## src/rtl/jtag_uart_stream_master.sv

```systemverilog
// Avalon-MM master bridging byte streams to the JTAG UART data/control registers.
// Optional CR insertion before LF is enabled by defining JTAG_UART_STREAM_CRLF_EN.
module jtag_uart_stream_master #(
  parameter int TX_DEPTH      = 4,
  parameter int POLL_INTERVAL = 64
) (
  input  logic        clock_clk,
  input  logic        reset_reset_n,
  input  logic [7:0]  tx_data,
  input  logic        tx_valid,
  output logic        tx_ready,
  output logic [7:0]  rx_data,
  output logic        rx_valid,
  input  logic        rx_ready,
  output logic        m_chipselect,
  output logic        m_address,
  output logic        m_read_n,
  output logic        m_write_n,
  output logic [31:0] m_writedata,
  input  logic [31:0] m_readdata,
  input  logic        m_waitrequest
);
  // state   | meaning
  // IDLE    | pick next bus transaction, count down poll_timer
  // CTRL_RD | reading control register to refresh wspace_cnt
  // DATA_WR | writing one byte to the data register
  // DATA_RD | polling the data register for a received byte
  typedef enum logic [1:0] {IDLE, CTRL_RD, DATA_WR, DATA_RD} state_t;

  localparam int AW = $clog2(TX_DEPTH);
  localparam logic [15:0] POLL_LOAD = 16'(POLL_INTERVAL);

  state_t      state, state_nx;
  logic [7:0]  fifo_mem [TX_DEPTH];
  logic [AW:0] wr_ptr, rd_ptr;
  logic        fifo_full, fifo_nonempty, push, pop;
  logic [7:0]  fifo_head, wr_byte;
  logic [15:0] wspace_cnt, poll_timer;
  logic        last_tx, done;
  logic        wr_ok, ctrl_ok, rd_ok;
  logic        start_wr, start_ctrl, start_rd, start_any;
  logic        unused_readdata;

  assign unused_readdata = ^m_readdata[14:8];

  assign fifo_full     = (wr_ptr[AW] != rd_ptr[AW]) && (wr_ptr[AW-1:0] == rd_ptr[AW-1:0]);
  assign fifo_nonempty = (wr_ptr != rd_ptr);
  assign fifo_head     = fifo_mem[rd_ptr[AW-1:0]];
  assign tx_ready      = !fifo_full;
  assign push          = tx_valid && tx_ready;
  assign done          = m_chipselect && !m_waitrequest;

`ifdef JTAG_UART_STREAM_CRLF_EN
  logic pending_lf, send_cr;
  // An LF at the head first goes out as CR; the LF stays queued until its own write.
  assign send_cr = (fifo_head == 8'h0A) && !pending_lf;
  assign wr_byte = send_cr ? 8'h0D : fifo_head;
  assign pop     = (state == DATA_WR) && done && !send_cr;

  always_ff @(posedge clock_clk or negedge reset_reset_n) begin
    if (!reset_reset_n)
      pending_lf <= 1'b0;
    else if (state == DATA_WR && done)
      pending_lf <= send_cr;
  end
`else
  assign wr_byte = fifo_head;
  assign pop     = (state == DATA_WR) && done;
`endif

  assign wr_ok   = fifo_nonempty && (wspace_cnt != 16'd0);
  assign ctrl_ok = fifo_nonempty && (wspace_cnt == 16'd0) && (poll_timer == 16'd0);
  assign rd_ok   = !rx_valid && (poll_timer == 16'd0);

  always_ff @(posedge clock_clk or negedge reset_reset_n) begin
    if (!reset_reset_n) state <= IDLE;
    else                state <= state_nx;
  end

  always_comb begin
    state_nx   = state;
    start_wr   = 1'b0;
    start_ctrl = 1'b0;
    start_rd   = 1'b0;
    case (state)
      IDLE: begin
        if (wr_ok && rd_ok) begin
          start_rd = last_tx;
          start_wr = !last_tx;
        end else if (wr_ok)   start_wr   = 1'b1;
        else if (ctrl_ok)     start_ctrl = 1'b1;
        else if (rd_ok)       start_rd   = 1'b1;
        if (start_wr)        state_nx = DATA_WR;
        else if (start_ctrl) state_nx = CTRL_RD;
        else if (start_rd)   state_nx = DATA_RD;
      end
      default: if (done) state_nx = IDLE;
    endcase
  end

  assign start_any = start_wr || start_ctrl || start_rd;

  always_ff @(posedge clock_clk or negedge reset_reset_n) begin
    if (!reset_reset_n) begin
      m_chipselect <= 1'b0;
      m_address    <= 1'b0;
      m_read_n     <= 1'b1;
      m_write_n    <= 1'b1;
      m_writedata  <= 32'd0;
    end else if (start_wr) begin
      m_chipselect <= 1'b1;
      m_address    <= 1'b0;
      m_write_n    <= 1'b0;
      m_writedata  <= {24'd0, wr_byte};
    end else if (start_ctrl || start_rd) begin
      m_chipselect <= 1'b1;
      m_address    <= start_ctrl;
      m_read_n     <= 1'b0;
    end else if (done) begin
      m_chipselect <= 1'b0;
      m_read_n     <= 1'b1;
      m_write_n    <= 1'b1;
    end
  end

  always_ff @(posedge clock_clk or negedge reset_reset_n) begin
    if (!reset_reset_n) begin
      wspace_cnt <= 16'd0;
      poll_timer <= 16'd0;
      rx_valid   <= 1'b0;
      rx_data    <= 8'd0;
      last_tx    <= 1'b0;
    end else begin
      if (state == CTRL_RD && done)      wspace_cnt <= m_readdata[31:16];
      else if (state == DATA_WR && done) wspace_cnt <= wspace_cnt - 16'd1;

      // An empty control read or an empty data read both back off the poller.
      if (state == CTRL_RD && done && m_readdata[31:16] == 16'd0)
        poll_timer <= POLL_LOAD;
      else if (state == DATA_RD && done && !m_readdata[15])
        poll_timer <= POLL_LOAD;
      else if (state == IDLE && !start_any && poll_timer != 16'd0)
        poll_timer <= poll_timer - 16'd1;

      if (state == DATA_RD && done && m_readdata[15]) begin
        rx_data  <= m_readdata[7:0];
        rx_valid <= 1'b1;
      end else if (rx_valid && rx_ready) begin
        rx_valid <= 1'b0;
      end

      if (start_wr)      last_tx <= 1'b1;
      else if (start_rd) last_tx <= 1'b0;
    end
  end

  always_ff @(posedge clock_clk or negedge reset_reset_n) begin
    if (!reset_reset_n) begin
      wr_ptr <= '0;
      rd_ptr <= '0;
    end else begin
      if (push) wr_ptr <= wr_ptr + {{AW{1'b0}}, 1'b1};
      if (pop)  rd_ptr <= rd_ptr + {{AW{1'b0}}, 1'b1};
    end
  end

  always_ff @(posedge clock_clk) begin
    if (push) fifo_mem[wr_ptr[AW-1:0]] <= tx_data;
  end
endmodule

```

## config.mk

```make
export PLATFORM = sky130hd
export DESIGN_NAME = jtag_uart_stream_master
export DESIGN_NICKNAME = d
export VERILOG_FILES = /design/src/rtl/jtag_uart_stream_master.sv
export SDC_FILE = /design/constraint.sdc
export NUM_CORES = 1
export LEC_CHECK = 0
export ABC_AREA = 1
export CAP_MARGIN = 5
export CORE_ASPECT_RATIO = 0.8
export CORE_MARGIN = 5
export CORE_UTILIZATION = 25
export DETAILED_ROUTE_END_ITERATION = 10
export HOLD_SLACK_MARGIN = 0.05
export PLACE_DENSITY = 0.55
export SLEW_MARGIN = 15
export SYNTH_ARGS = -nofsm -noshare
export SYNTH_HDL_FRONTEND = slang
export SYNTH_SLANG_ARGS = --single-unit
```

## constraint.sdc

```tcl
create_clock -name clock_clk -period 4.8 [get_ports clock_clk]
set_input_delay 0.72 -clock clock_clk [delete_from_list [all_inputs] [get_ports clock_clk]]
set_output_delay 0.72 -clock clock_clk [all_outputs]
set_load 0.1 [all_outputs]
```

# Yosys cells after proc, flatten, opt, wreduce, memory -nomap -nowiden
# Memory sizes are Yosys's and may differ from the RTL's. A register that Yosys moved wholly into a read port is not among the register bits.
# Cells that the tools add are included.
word_totals:
  regBits: 54
  mem_bits_rw: 32
  inputBits: 45
  output_inout_bits: 46
  elab_cells: 111
  n_memories: 1
mem_list:
  columns: ["name", "depth", "word_bits", "read_ports", "rd_ports_with_merged_regs", "wr", "line_no", "rtl"]
  rows:
  - ["fifo_mem", 4, 8, 1, 1, 1, "34", "logic [7:0] fifo_mem [TX_DEPTH];"]
op_classes:
  add_sub_neg: 4
  eq_ne: 8
  n_mux: 40
  bitwise: 1
  reduce_logical: 45
op_table:
  columns: ["cell", "n"]
  rows:
  - ["$mux 16", 5]
  - ["$logic_not 16->1", 3]
  - ["$reduce_bool 16->1", 2]
  - ["$sub 16x1->16 const B", 2]
  - ["$mux 1", 30]
  - ["$logic_and 1x1->1", 17]
  - ["$reduce_bool 2->1", 7]
  - ["$mux 2", 5]
  - ["$logic_not 1->1", 7]
  - ["$add 3x1->3 const B", 2]
  - ["$reduce_and 2->1", 3]
  - ["$reduce_bool 3->1", 2]
  - ["$eq 2x2->1 const B", 2]
  - ["$ne 4x1->1 const B", 1]
  - ["$logic_or 1x1->1", 3]
  - ["$ne 3x3->1", 1]
  - ["$eq 2x1->1 const B", 1]
  - ["$eq 2x2->1", 1]
  - ["$logic_not 2->1", 1]
  - ["$ne 2x2->1 const B", 1]
  - ["$ne 1x1->1", 1]
  - ["$not 1->1", 1]

# Longest topological paths before layout
# Gate-level depths: netlist of run 1.
depth:
  word_depth: 16
  mapped_depth: 13
  mapped_depth_nobuf: 12

# Worst setup path before layout of run 1
# OpenSTA, ideal clock, no wires.
synth_path:
  kind: "flip-flop to flip-flop"
  startpoint: "register rd_ptr[0]"
  endpoint: "register wr_ptr[2]"
  arrival_ns: 2.609
  slack_ns: 2.037
  path_stages_with_launch: 7
  path_cell_list: "dfrtp_1 > buf_6 > xnor2_1 > nand4_1 > nand2_1 > nor2_1 > xor2_1"
synth_between:
  elab_chain_cells: 4
synth_rtl:
  columns: ["item", "line_no", "rtl"]
  rows:
  - ["start: declaration", "35", "logic [AW:0] wr_ptr, rd_ptr;"]
  - ["start signal: assignment", "163", "if (pop) rd_ptr <= rd_ptr + {{AW{1'b0}}, 1'b1};"]
  - ["$eq 2x2->1", "46", "assign fifo_full = (wr_ptr[AW] != rd_ptr[AW]) && (wr_ptr[AW-1:0] == rd_ptr[AW-1:0]);"]
  - ["$logic_and 1x1->1", "46", null]
  - ["$logic_not 1->1", "49", "assign tx_ready = !fifo_full;"]
  - ["named net tx_ready", "11", "output logic tx_ready,"]
  - ["$logic_and 1x1->1", "50", "assign push = tx_valid && tx_ready;"]
  - ["end signal: assignment", "162", "if (push) wr_ptr <= wr_ptr + {{AW{1'b0}}, 1'b1};"]
  - ["end: declaration", "35", null]
# The timed path passes the listed nets, and every way through them passes these cells.
# A chain may end at the register's enable or synchronous reset.

# Final worst setup path of run 1
layout_path:
  startpoint: "register rd_ptr[1]"
  endpoint: "output tx_ready"
layout_between:
  elab_chain_cells: 3
layout_rtl:
  columns: ["item", "line_no"]
  rows:
  - ["$eq 2x2->1", "46"]
  - ["$logic_and 1x1->1", "46"]
  - ["$logic_not 1->1", "49"]
  - ["end: declaration", "11"]
# Every way passes these cells.

==> results.md, run 1 <==
- Total negative slack: 0 ns
- Gpl congestion: 0.792
- Fmax: 305 MHz
- Initial Util: 0.252
- Skew-Pair Late Insertion Delay: 0.35 ns
- Sw Share: 0.499
- Number of max-cap violations: 0
- VDD IR max: 0.000502 V
- Growth of design area from synthesis to finish: 21.5%
- Register area share after synthesis: 0.507
- Vias/cell: 4.20
- Most numerous cell in the Yosys netlist: nand2_1
- Worst R2R End: fifo_mem[3][1]
- N_diodes: 0
- Reg2Reg Launch Point: rd_ptr[1]
- CP endpoint: tx_ready
- Antenna violations before repair: 0
- Largest net degree at the start of global routing: 34
- Critical Path Source Type: flip-flop
- Worst Reg-to-Reg Cells: 6
- Row Count: 46
- Total track usage: 0.105
- I/O Buffers: 59
- Largest family of logic cells by synthesized area: simple AND/OR/NAND/NOR gates
- Arrival time worst endpoint: 2.56 ns
- Most frequent cells after synthesis: nand2_1, nor2_1, dfrtp_1
- Final WL: 11500 um
- Hold_buf cts: 0
- R2R Setup Slk: 2.44 ns
- Worst relative slew slack: 0.342
- Crit path kind: flip-flop to output port
- Max-slew violation count: 0
- Clk buf depth: 2
- Share of post-route cells with drive strength above 1: 0.103
- Max Clock Skew: 0.00602 ns
- Power Density: 715 nW/um2
- CTS H-tree lvls: 3
- Min Hold Slack: 0.450 ns
- Reg power frac: 0.314
- Grt met2 use: 0.161
- Final Hold Vio Count: 0
- Min-delay worst type: input pin to asynchronous set/reset pin
- Top-area cell type share of the netlist area: 0.302
- Grt total ovfl: 0
- Clock share of power: 0.167
- Prevailing post-synth register cell: dfrtp_1
- Total CTS buffers: 9
- Met3 GRT Util: 0.0352
- CP endpoint kind: output port
- Vias in the first global route: 3638
- HPWL after DPL: 8020 um
- Sw Pwr: 2.15 mW
- Post-CTS setup buffer count: 0
- Crit share post-route: 0.682
- DR WL/cell: 12.9 um
- Number of synthesized flops with an enable pin: 32
- First-pass GRT wire length: 18900 um
- Number of remaining DRC errors: 0
- Combinational power share: 0.519
- Via count: 3725
- Fin nets: 671
- Synth top area cells: dfrtp_1, edfxtp_1, nand2_1
- Int Power: 2.16 mW
- Synth Area in Compound Gates: 0.0635
- Xor-xnor portion of the synthesized cell area: 0.0388
- Worst setup path start: rd_ptr[1]
- Met1 Use GR: 0.144
- I/O pins: 91
- Synth Area in Simple Gates: 0.262
- Drt pass-1 iters: 5
- Post-CTS Resized: 0
- Tmin final: 3.28 ns
- Multiplexer share of the synthesized area: 0.0181
- Yosys top cell by area: dfrtp_1
- Worst slew pin tran: 0.984 ns
- Full die area: 22800 um2
- RSZ-0062 raised after global routing: no
- Busiest grt layer: met2
- CTS tree: built
- Die H: 136 um
- Synthesized netlist cell count: 557
- Synth Area in Adders: 0.0202
- Critical path fanouts, max: 11
- Syn Std Cell Area: 4960 um2
- Root Driver: clkbuf_16
- Core area: 19700 um2
- ANT nets after route: 0
- Status: complete, no violations
- Util after Layout: 0.306
- WP data required: 4.08 ns
- Avg Cell Area, Syn: 8.91 um2
- Initial drt markers: 187
- CTS sink cnt: 94
- Netlist cell types: 42
- Final setup vio count: 0
- Post-synthesis async set-or-reset flop share: 0.660
- #FFs+latches synth: 94
- Total power: 4.31 mW
- Synth warn: 0
- Reg clk slew, reported paths: 0.07 ns
- P_leak: 2.66 nW
- Die Span X: 168 um
[critical path, stage by stage (launching register included)]
cell and delay [ns]:
dfrtp_1 0.59, inv_4 0.12, nand2_1 0.09, nand2_1 0.08, nand4_1 0.16, clkdlybuf4s50_1 1.16
[layer usage]
| layer | vias to the layer above | share of wire |
|---|---|---|
| met5 | - | 0 |
| li1 | 1909 | - |
| met3 | 2 | 0.046 |
| met2 | 80 | 0.44 |
| met1 | 1734 | 0.51 |
| met4 | 0 | 0.0044 |
[final cells by class]
class | count | area, um2
Timing Repair Buffer | 63 | 616
Clock buffer | 9 | 225
Tap cell | 264 | 330
Sequential cell | 94 | 2510
Fill cell | 2083 | 13700
Inverter | 49 | 186
Multi-Input combinational cell | 401 | 2090
Clock inverter | 7 | 72.6
[how the worst min path moves through the flow]
stage                        from    endpoint  slack (ns)
floorplan           reset_reset_n     last_tx        0.42
global placement        m_address   m_address        0.46
detailed placement       m_read_n    m_read_n        0.46
CTS                 reset_reset_n  rx_data[0]        0.47
global route             m_read_n    m_read_n        0.49
finish              reset_reset_n  rx_data[0]        0.45
[through the flow]
step                      cell area (um2)  instances  setup slack, ns
after detailed placement             5730        871             1.84
after CTS                            6030        887             1.46
after global routing                 6030        887             1.34
final                                6030        887             1.52
after global placement               5730        871             1.85
after floorplan                      5050        580             2.04
[state kept, by name, indices dropped and copies added, names as in the netlist]
| register | cells |
|---|---|
| wspace_cnt | 16 |
| fifo_mem | 32 |
| m_write_n | 1 |
| rx_data | 8 |
| last_tx | 1 |
| rx_valid | 1 |
| m_chipselect | 1 |
| poll_timer | 16 |
| rd_ptr | 3 |
| m_writedata | 8 |
| m_address | 1 |
| state | 2 |
| wr_ptr | 3 |
| m_read_n | 1 |
[power by group through the flow]
stage | Combinational [mW] | Clock, mW | Sequential, mW
floorplan | 1.28 | 0 | 1.87
global placement | 2.24 | 0 | 1.37
detailed placement | 2.26 | 0 | 1.37
CTS | 2.26 | 0.749 | 1.36
global route | 2.49 | 0.783 | 1.40
finish | 2.24 | 0.719 | 1.35
[placed cells by master, fill, tap and decap left out, types with 7 or more instances in the layout]
cell	n
o211ai_1	7
o21ai_0	23
nor2_2	8
clkbuf_16	9
conb_1	24
mux2_2	8
xor2_1	16
ha_1	8
edfxtp_1	32
nand2_1	134
dfrtp_1	60
inv_1	41
clkdlybuf4s50_1	58
nand3_1	38
o22ai_1	8
nor2_1	68
[cell families (layout without fill, tap and decap cells)]
family | Yosys count | count (layout)
simple gates | 287 | 287
flops | 94 | 94
buf+inv | 85 | 128
compound gates | 52 | 52
xor+xnor | 22 | 22
fa+ha+maj | 8 | 8
mux | 8 | 8
other cells | 1 | 24
(Power assumes the default switching activity.)
==> run 2: changes to the inputs <==
clock period = 3.15 ns   (was 4.8 ns; I/O delays follow)
==> run 2 against run 1 <==
  * Sequential power is 53% higher
  * Sequential cell count unchanged
  * Total power increased by 53%
  * Global-route usage is essentially flat
  * Clock power grew 56%
  * Critical endpoint is now poll_timer[5]
==> results.md, run 2 (synthesis gave the netlist of run 1 again) <==
- Total track usage: 0.105 (-0.000111)
- Sw Share: 0.501 (+0.00247)
- Root Driver: clkbuf_16
- RSZ-0062 raised after global routing: no
- Via count: 3680 (-1.2%)
- Status: complete, no violations
- Vias/cell: 4.12 (-2.0%)
- Critical path fanouts, max: 17 (+6)
- I/O pins: 91 (unchanged)
- Reg power frac: 0.314 (about the same)
- Post-CTS setup buffer count: 0 (unchanged)
- Most frequent cells in the layout: nand2_1, nor2_1, dfrtp_1
- DR WL/cell: 12.9 um (-0.49%)
- Core area: 19700 um2 (unchanged)
- Max Clock Skew: 0.0125 ns (+0.00647 ns)
- Clock share of power: 0.170 (+0.003)
- Number of max-cap violations: 0 (unchanged)
- Row Count: 46 (unchanged)
- Fin nets: 678 (+1.0%)
- Gpl congestion: 0.746 (-5.8%)
- Max-slew violation count: 0 (unchanged)
- Most used cell, CP: nand2_1
- Worst Path Buf+Inv: 2 (unchanged)
- Initial drt markers: 240 (+28%)
- CTS H-tree lvls: 3 (unchanged)
- Tmin final: 2.32 ns
- Crit share post-route: 0.736
- Final setup vio count: 0 (unchanged)
- Area of the multi-input gates: 2090 um2 (unchanged)
- DP Area: 5740 um2 (+0.17%)
- Commonest non-fill, non-tap cell in the layout: nand2_1
- VDD IR max: 0.000722 V (+44%)
- Fmax: 431 MHz
- WP data required: 3.44 ns (-0.64 ns)
- CTS sink cnt: 94 (unchanged)
- Die H: 136 um (unchanged)
- Clk buf depth: 2 (unchanged)
- Full die area: 22800 um2 (unchanged)
- Combinational power share: 0.516 (-0.003)
- Arrival time worst endpoint: 2.60 ns (+0.04 ns)
- Slowest CP cell: dfrtp_1
- Total negative slack: 0 ns (unchanged)
- Power Density: 1090 nW/um2 (+52%)
- Antenna violations before repair: 0 (unchanged)
- N_diodes: 0 (unchanged)
- Sw Pwr: 3.30 mW (+54%)
- Register area: 2510 um2 (unchanged)
- First-pass GRT wire length: 19200 um (+1.6%)
- Filler instances: 2109 (+1.2%)
- I/O Buffers: 59 (unchanged)
- Min-delay worst type: input pin to asynchronous set/reset pin
- Drt pass-1 iters: 4 (-1)
- Final Cell Area: 6060 um2 (+0.48%)
- Grt total ovfl: 0 (unchanged)
- Growth of design area from synthesis to finish: 22.1%
- Crit path kind: flip-flop to flip-flop
- Vias in the first global route: 3666 (+0.77%)
- HPWL after DPL: 7980 um (-0.45%)
- Post-CTS Resized: 0 (unchanged)
- Final Hold Vio Count: 0 (unchanged)
- Die Span X: 168 um (unchanged)
- Initial Util: 0.252 (unchanged)
- CTS tree: built
- Skew-Pair Late Insertion Delay: 0.35 ns (about the same)
- Critical Path Max Stage Delay: 0.39 ns (-0.77 ns)
- CP Cell Sequence: inv_1, ha_1, nand2_2, nor2_1, nand2_1, nand2_1, inv_1, nand3_2, nand4_4, nand2_4, nand2_1, nand2_1
- Share of post-route cells with drive strength above 1: 0.148 (+0.0449)
- Largest net degree at the start of global routing: 63 (+85%)
- P_leak: 2.74 nW (+2.9%)
- Final WL: 11500 um (+0.30%)
- Hold_buf cts: 0 (unchanged)
- CP endpoint kind: flip-flop
- Reg clk slew, reported paths: 0.08 ns (about the same)
- Number of remaining DRC errors: 0 (unchanged)
- Max reg flops: 32 (unchanged)
- Total CTS buffers: 9 (unchanged)
- ANT nets after route: 0 (unchanged)
- Top cell family by delay on the critical path: simple AND/OR/NAND/NOR gates
- Critical Path Source Type: flip-flop
- Int Power: 3.29 mW (+52%)
## run 2: cell types whose count changed in the layout (fill, tap and decap cells not counted), sizes merged
| cell | delta |
|---|---|
| clkinv | +4 |
| buf | +29 |
| clkdlybuf4s50 | -22 |
| clkinvlp | -1 |
| inv | -3 |
## run 2: area by class of cell
cell class | instances | area share
Tap cell | 264 | 0.0545
Clock inverter | 7 | 0.0151
Sequential cell | 94 | 0.415
Multi-Input combinational cell | 401 | 0.344
Inverter | 49 | 0.0308
Clock buffer | 9 | 0.0372
Timing Repair Buffer | 70 | 0.103
## run 2: layer usage
layer / up-vias / share of wire / global-route usage / routed length [um]
met5: - / 0 / 0 / 0
met4: 0 / 0.014 / 0.0315 / 158
met3: 13 / 0.035 / 0.0238 / 407
met2: 70 / 0.44 / 0.161 / 5010
met1: 1677 / 0.52 / 0.149 / 5920
li1: 1920 / - / - / -
## run 2: stage by stage
| step | utilization | hold WS [ns] | power (mW) | setup WS (ns) | std cells |
|---|---|---|---|---|---|
| after floorplan | - | 0.177 | 4.81 | 0.387 | 580 |
| final | 0.308 | 0.104 | 6.59 | 0.831 | 894 |
| after CTS | 0.308 | 0.131 | 6.69 | 0.750 | 894 |
| after detailed placement | 0.292 | 0.460 | 5.52 | 0.657 | 878 |
| after global placement | 0.292 | 0.466 | 5.49 | 0.619 | 878 |
| after global routing | 0.308 | 0.151 | 7.13 | 0.577 | 894 |
## run 2: worst paths after layout
check                                       to  cells past startpoint     startpoint  slack, ns
worst max-delay path             poll_timer[5]                     12  wspace_cnt[0]       0.83
worst min-delay path                rx_data[1]                      2  reset_reset_n       0.10
worst max register to register   poll_timer[5]                     12  wspace_cnt[0]       0.83
worst min register to register        m_read_n                      2       m_read_n       0.48
max in group asynchronous       wspace_cnt[12]                      2  reset_reset_n       2.69
min in group clock_clk                m_read_n                      2       m_read_n       0.48
## run 2: power groups by stage
stage / clock network (mW) / registers [mW] / logic, mW
detailed placement: 0 / 2.09 / 3.43
floorplan: 0 / 2.85 / 1.96
global placement: 0 / 2.09 / 3.40
global route: 1.22 / 2.14 / 3.78
finish: 1.12 / 2.07 / 3.40
CTS: 1.17 / 2.07 / 3.44
==> run 3: changes to the inputs <==
clock period = 2.2 ns   (was 3.15 ns; I/O delays follow)
==> run 3 against run 2 <==
  * Count of clock-buffer cells in the layout stayed put
  * First-iteration DRC count is 14% lower
  * Die area stayed put
  * Final area is 3.0% higher
  * Combinational power is 49% higher
  * Core utilization is 0.92 points higher
  * Final cell count is 1.7% higher
  * Total power is 46% higher
  * Critical path depth is 7 lower
==> results.md, run 3 (synthesis gave the netlist of run 1 again) <==
- Filler instances: 2088 (-1.0%)
- Largest net degree at the start of global routing: 63 (unchanged)
- CP endpoint kind: output port
- Die H: 136 um (unchanged)
- Growth of design area from synthesis to finish: 25.7%
- Combinational power share: 0.529 (+0.013)
- Most used cell, CP: nand2_1
- Commonest non-fill, non-tap cell in the layout: nand2_1
- Non-Filler Instances: 909 (+1.7%)
- Post-CTS Resized: 0 (unchanged)
- Initial Util: 0.252 (unchanged)
- Tmin final: 1.99 ns
- Most frequent cells in the layout: nand2_1, nor2_1, dfrtp_1
- Status: complete, no violations
- Top cell family by delay on the critical path: flip-flops
- Reg clk slew, reported paths: 0.07 ns (about the same)
- Drt pass-1 iters: 5 (+1)
- Max Clock Skew: 0.00835 ns (-0.00415 ns)
- Critical Path Max Stage Delay: 0.52 ns (+0.13 ns)
- P_leak: 2.82 nW (+3.1%)
- Worst Path Buf+Inv: 2 (unchanged)
- HPWL after DPL: 8280 um (+3.7%)
- Final Hold Vio Count: 0 (unchanged)
- Crit share post-route: 0.907
- Util after Layout: 0.317 (+0.00922)
- Arrival time worst endpoint: 1.66 ns (-0.94 ns)
- CP Cell Sequence: nand2_1, nand2_1, nand4_1, buf_4, buf_12
- CP endpoint: tx_ready
- DR WL/cell: 12.5 um (-2.9%)
- Reg power frac: 0.308 (-0.006)
- Worst setup path start: rd_ptr[1]
- Core area: 19700 um2 (unchanged)
- Max reg flops: 32 (unchanged)
- Via count: 3777 (+2.6%)
- Reg2Reg Launch Point: wspace_cnt[0]
- Total track usage: 0.103 (-0.00191)
- Sw Share: 0.493 (-0.00782)
- Full die area: 22800 um2 (unchanged)
- Met3 GRT Util: 0.0331 (+0.00930)
- First-pass GRT wire length: 19000 um (-1.4%)
- CTS tree: built
- WP data required: 1.87 ns (-1.57 ns)
- RSZ-0062 raised after global routing: no
- Min-delay worst type: flip-flop to flip-flop
- VDD IR max: 0.00110 V (+52%)
- Initial drt markers: 207 (-14%)
- Total CTS buffers: 9 (unchanged)
- Vias in the first global route: 3699 (+0.90%)
- Number of remaining DRC errors: 0 (unchanged)
- CTS sink cnt: 94 (unchanged)
- Sw Pwr: 4.73 mW (+43%)
- CTS H-tree lvls: 3 (unchanged)
- Grt met2 use: 0.156 (-0.00448)
- Power Density: 1540 nW/um2 (+41%)
- Gpl congestion: 0.816 (+9.4%)
- N_diodes: 0 (unchanged)
- Cell depth of the worst setup path: 5 (-7)
- Worst R2R End: state[1]
- Met1 Use GR: 0.145 (-0.00372)
- Total power: 9.60 mW (+46%)
- Final setup vio count: 0 (unchanged)
- Max-slew violation count: 0 (unchanged)
- Slowest CP cell: dfrtp_1
- I/O Buffers: 59 (unchanged)
- Root Driver: clkbuf_16
- Fin nets: 693 (+2.2%)
- Share of post-route cells with drive strength above 1: 0.175 (+0.0276)
- Fmax: 501 MHz
- Grt total ovfl: 0 (unchanged)
- Antenna violations before repair: 0 (unchanged)
- I/O pins: 91 (unchanged)
- Worst Reg-to-Reg Cells: 11 (-1)
- Final WL: 11300 um (-1.3%)
- Busiest grt layer: met2
- ANT nets after route: 0 (unchanged)
- Vias/cell: 4.16 (+0.94%)
- Min Hold Slack: 0.478 ns (+0.375 ns)
- Dpl cells: 892 (+1.6%)
- Row Count: 46 (unchanged)
- Crit path kind: flip-flop to output port
- Skew-Pair Late Insertion Delay: 0.35 ns (about the same)
- Critical path fanouts, max: 7 (-10)
- R2R Setup Slk: 0.29 ns (-0.54 ns)
- Number of max-cap violations: 0 (unchanged)
- Clk buf depth: 2 (unchanged)
- Die Span X: 168 um (unchanged)
- Clock share of power: 0.163 (-0.007)
- Int Power: 4.86 mW (+48%)
- Critical Path Source Type: flip-flop
[run 3: cell types whose count changed in the layout (fill, tap and decap cells not counted), moves of 3 or more]
cell      previous run  this run
inv_8                0         3
buf_4               32        43
nor2_1              68        64
nor2_4               1         5
buf_12               1         4
clkinv_8             4         1
[run 3: final cells by class]
cell class	count	area (um2)	area share
Multi-Input combinational cell	401	2130	0.342
Timing Repair Buffer	85	778	0.125
Tap cell	264	330	0.0529
Clock inverter	7	75.1	0.0120
Sequential cell	94	2510	0.403
Inverter	49	186	0.0299
Clock buffer	9	225	0.0361
[run 3: worst min-delay path, delay by kind of cell, from the launching register on]
kind	cells	cell delay, ns
AOI/OAI and AO/OA	1	0.06
buffers and inverters	1	0.04
DFF	1	0.37
[run 3: worst min path at each step]
stage | from | depth (start not counted) | end
after floorplan | reset_reset_n | 0 | last_tx
after global placement | reset_reset_n | 2 | wspace_cnt[15]
after detailed placement | reset_reset_n | 2 | wspace_cnt[15]
after CTS | m_read_n | 2 | m_read_n
after global routing | m_read_n | 2 | m_read_n
final | m_read_n | 2 | m_read_n
[run 3: metrics by stage]
stage	instance area, um2	TNS [ns]	setup slack, ns
final	6240	0	0.206
after global routing	6240	0	0.0661
after CTS	6240	0	0.163
after detailed placement	5930	0	0.0660
after global placement	5930	0	0.0680
after floorplan	5100	-14.50	-0.439
[run 3: metal layers]
metal	vias up	routed length (um)
li1	1953	-
met1	1752	5900
met2	63	4790
met3	9	528
met4	0	123
met5	-	0
[run 3: repair_timing]
action / in CTS / in global routing
hold endpoints to repair: 60 / 0
hold buffers: 1 / 0
buffers inserted: 0 / 0
[run 3: power by group through the flow]
stage               combinational (mW)  clock (mW)  sequential [mW]
global route                      5.62        1.69             3.05
floorplan                         2.87           0             4.09
global placement                  5.09           0             2.98
detailed placement                5.13           0             2.99
finish                            5.08        1.56             2.96
CTS                               5.14        1.62             2.96
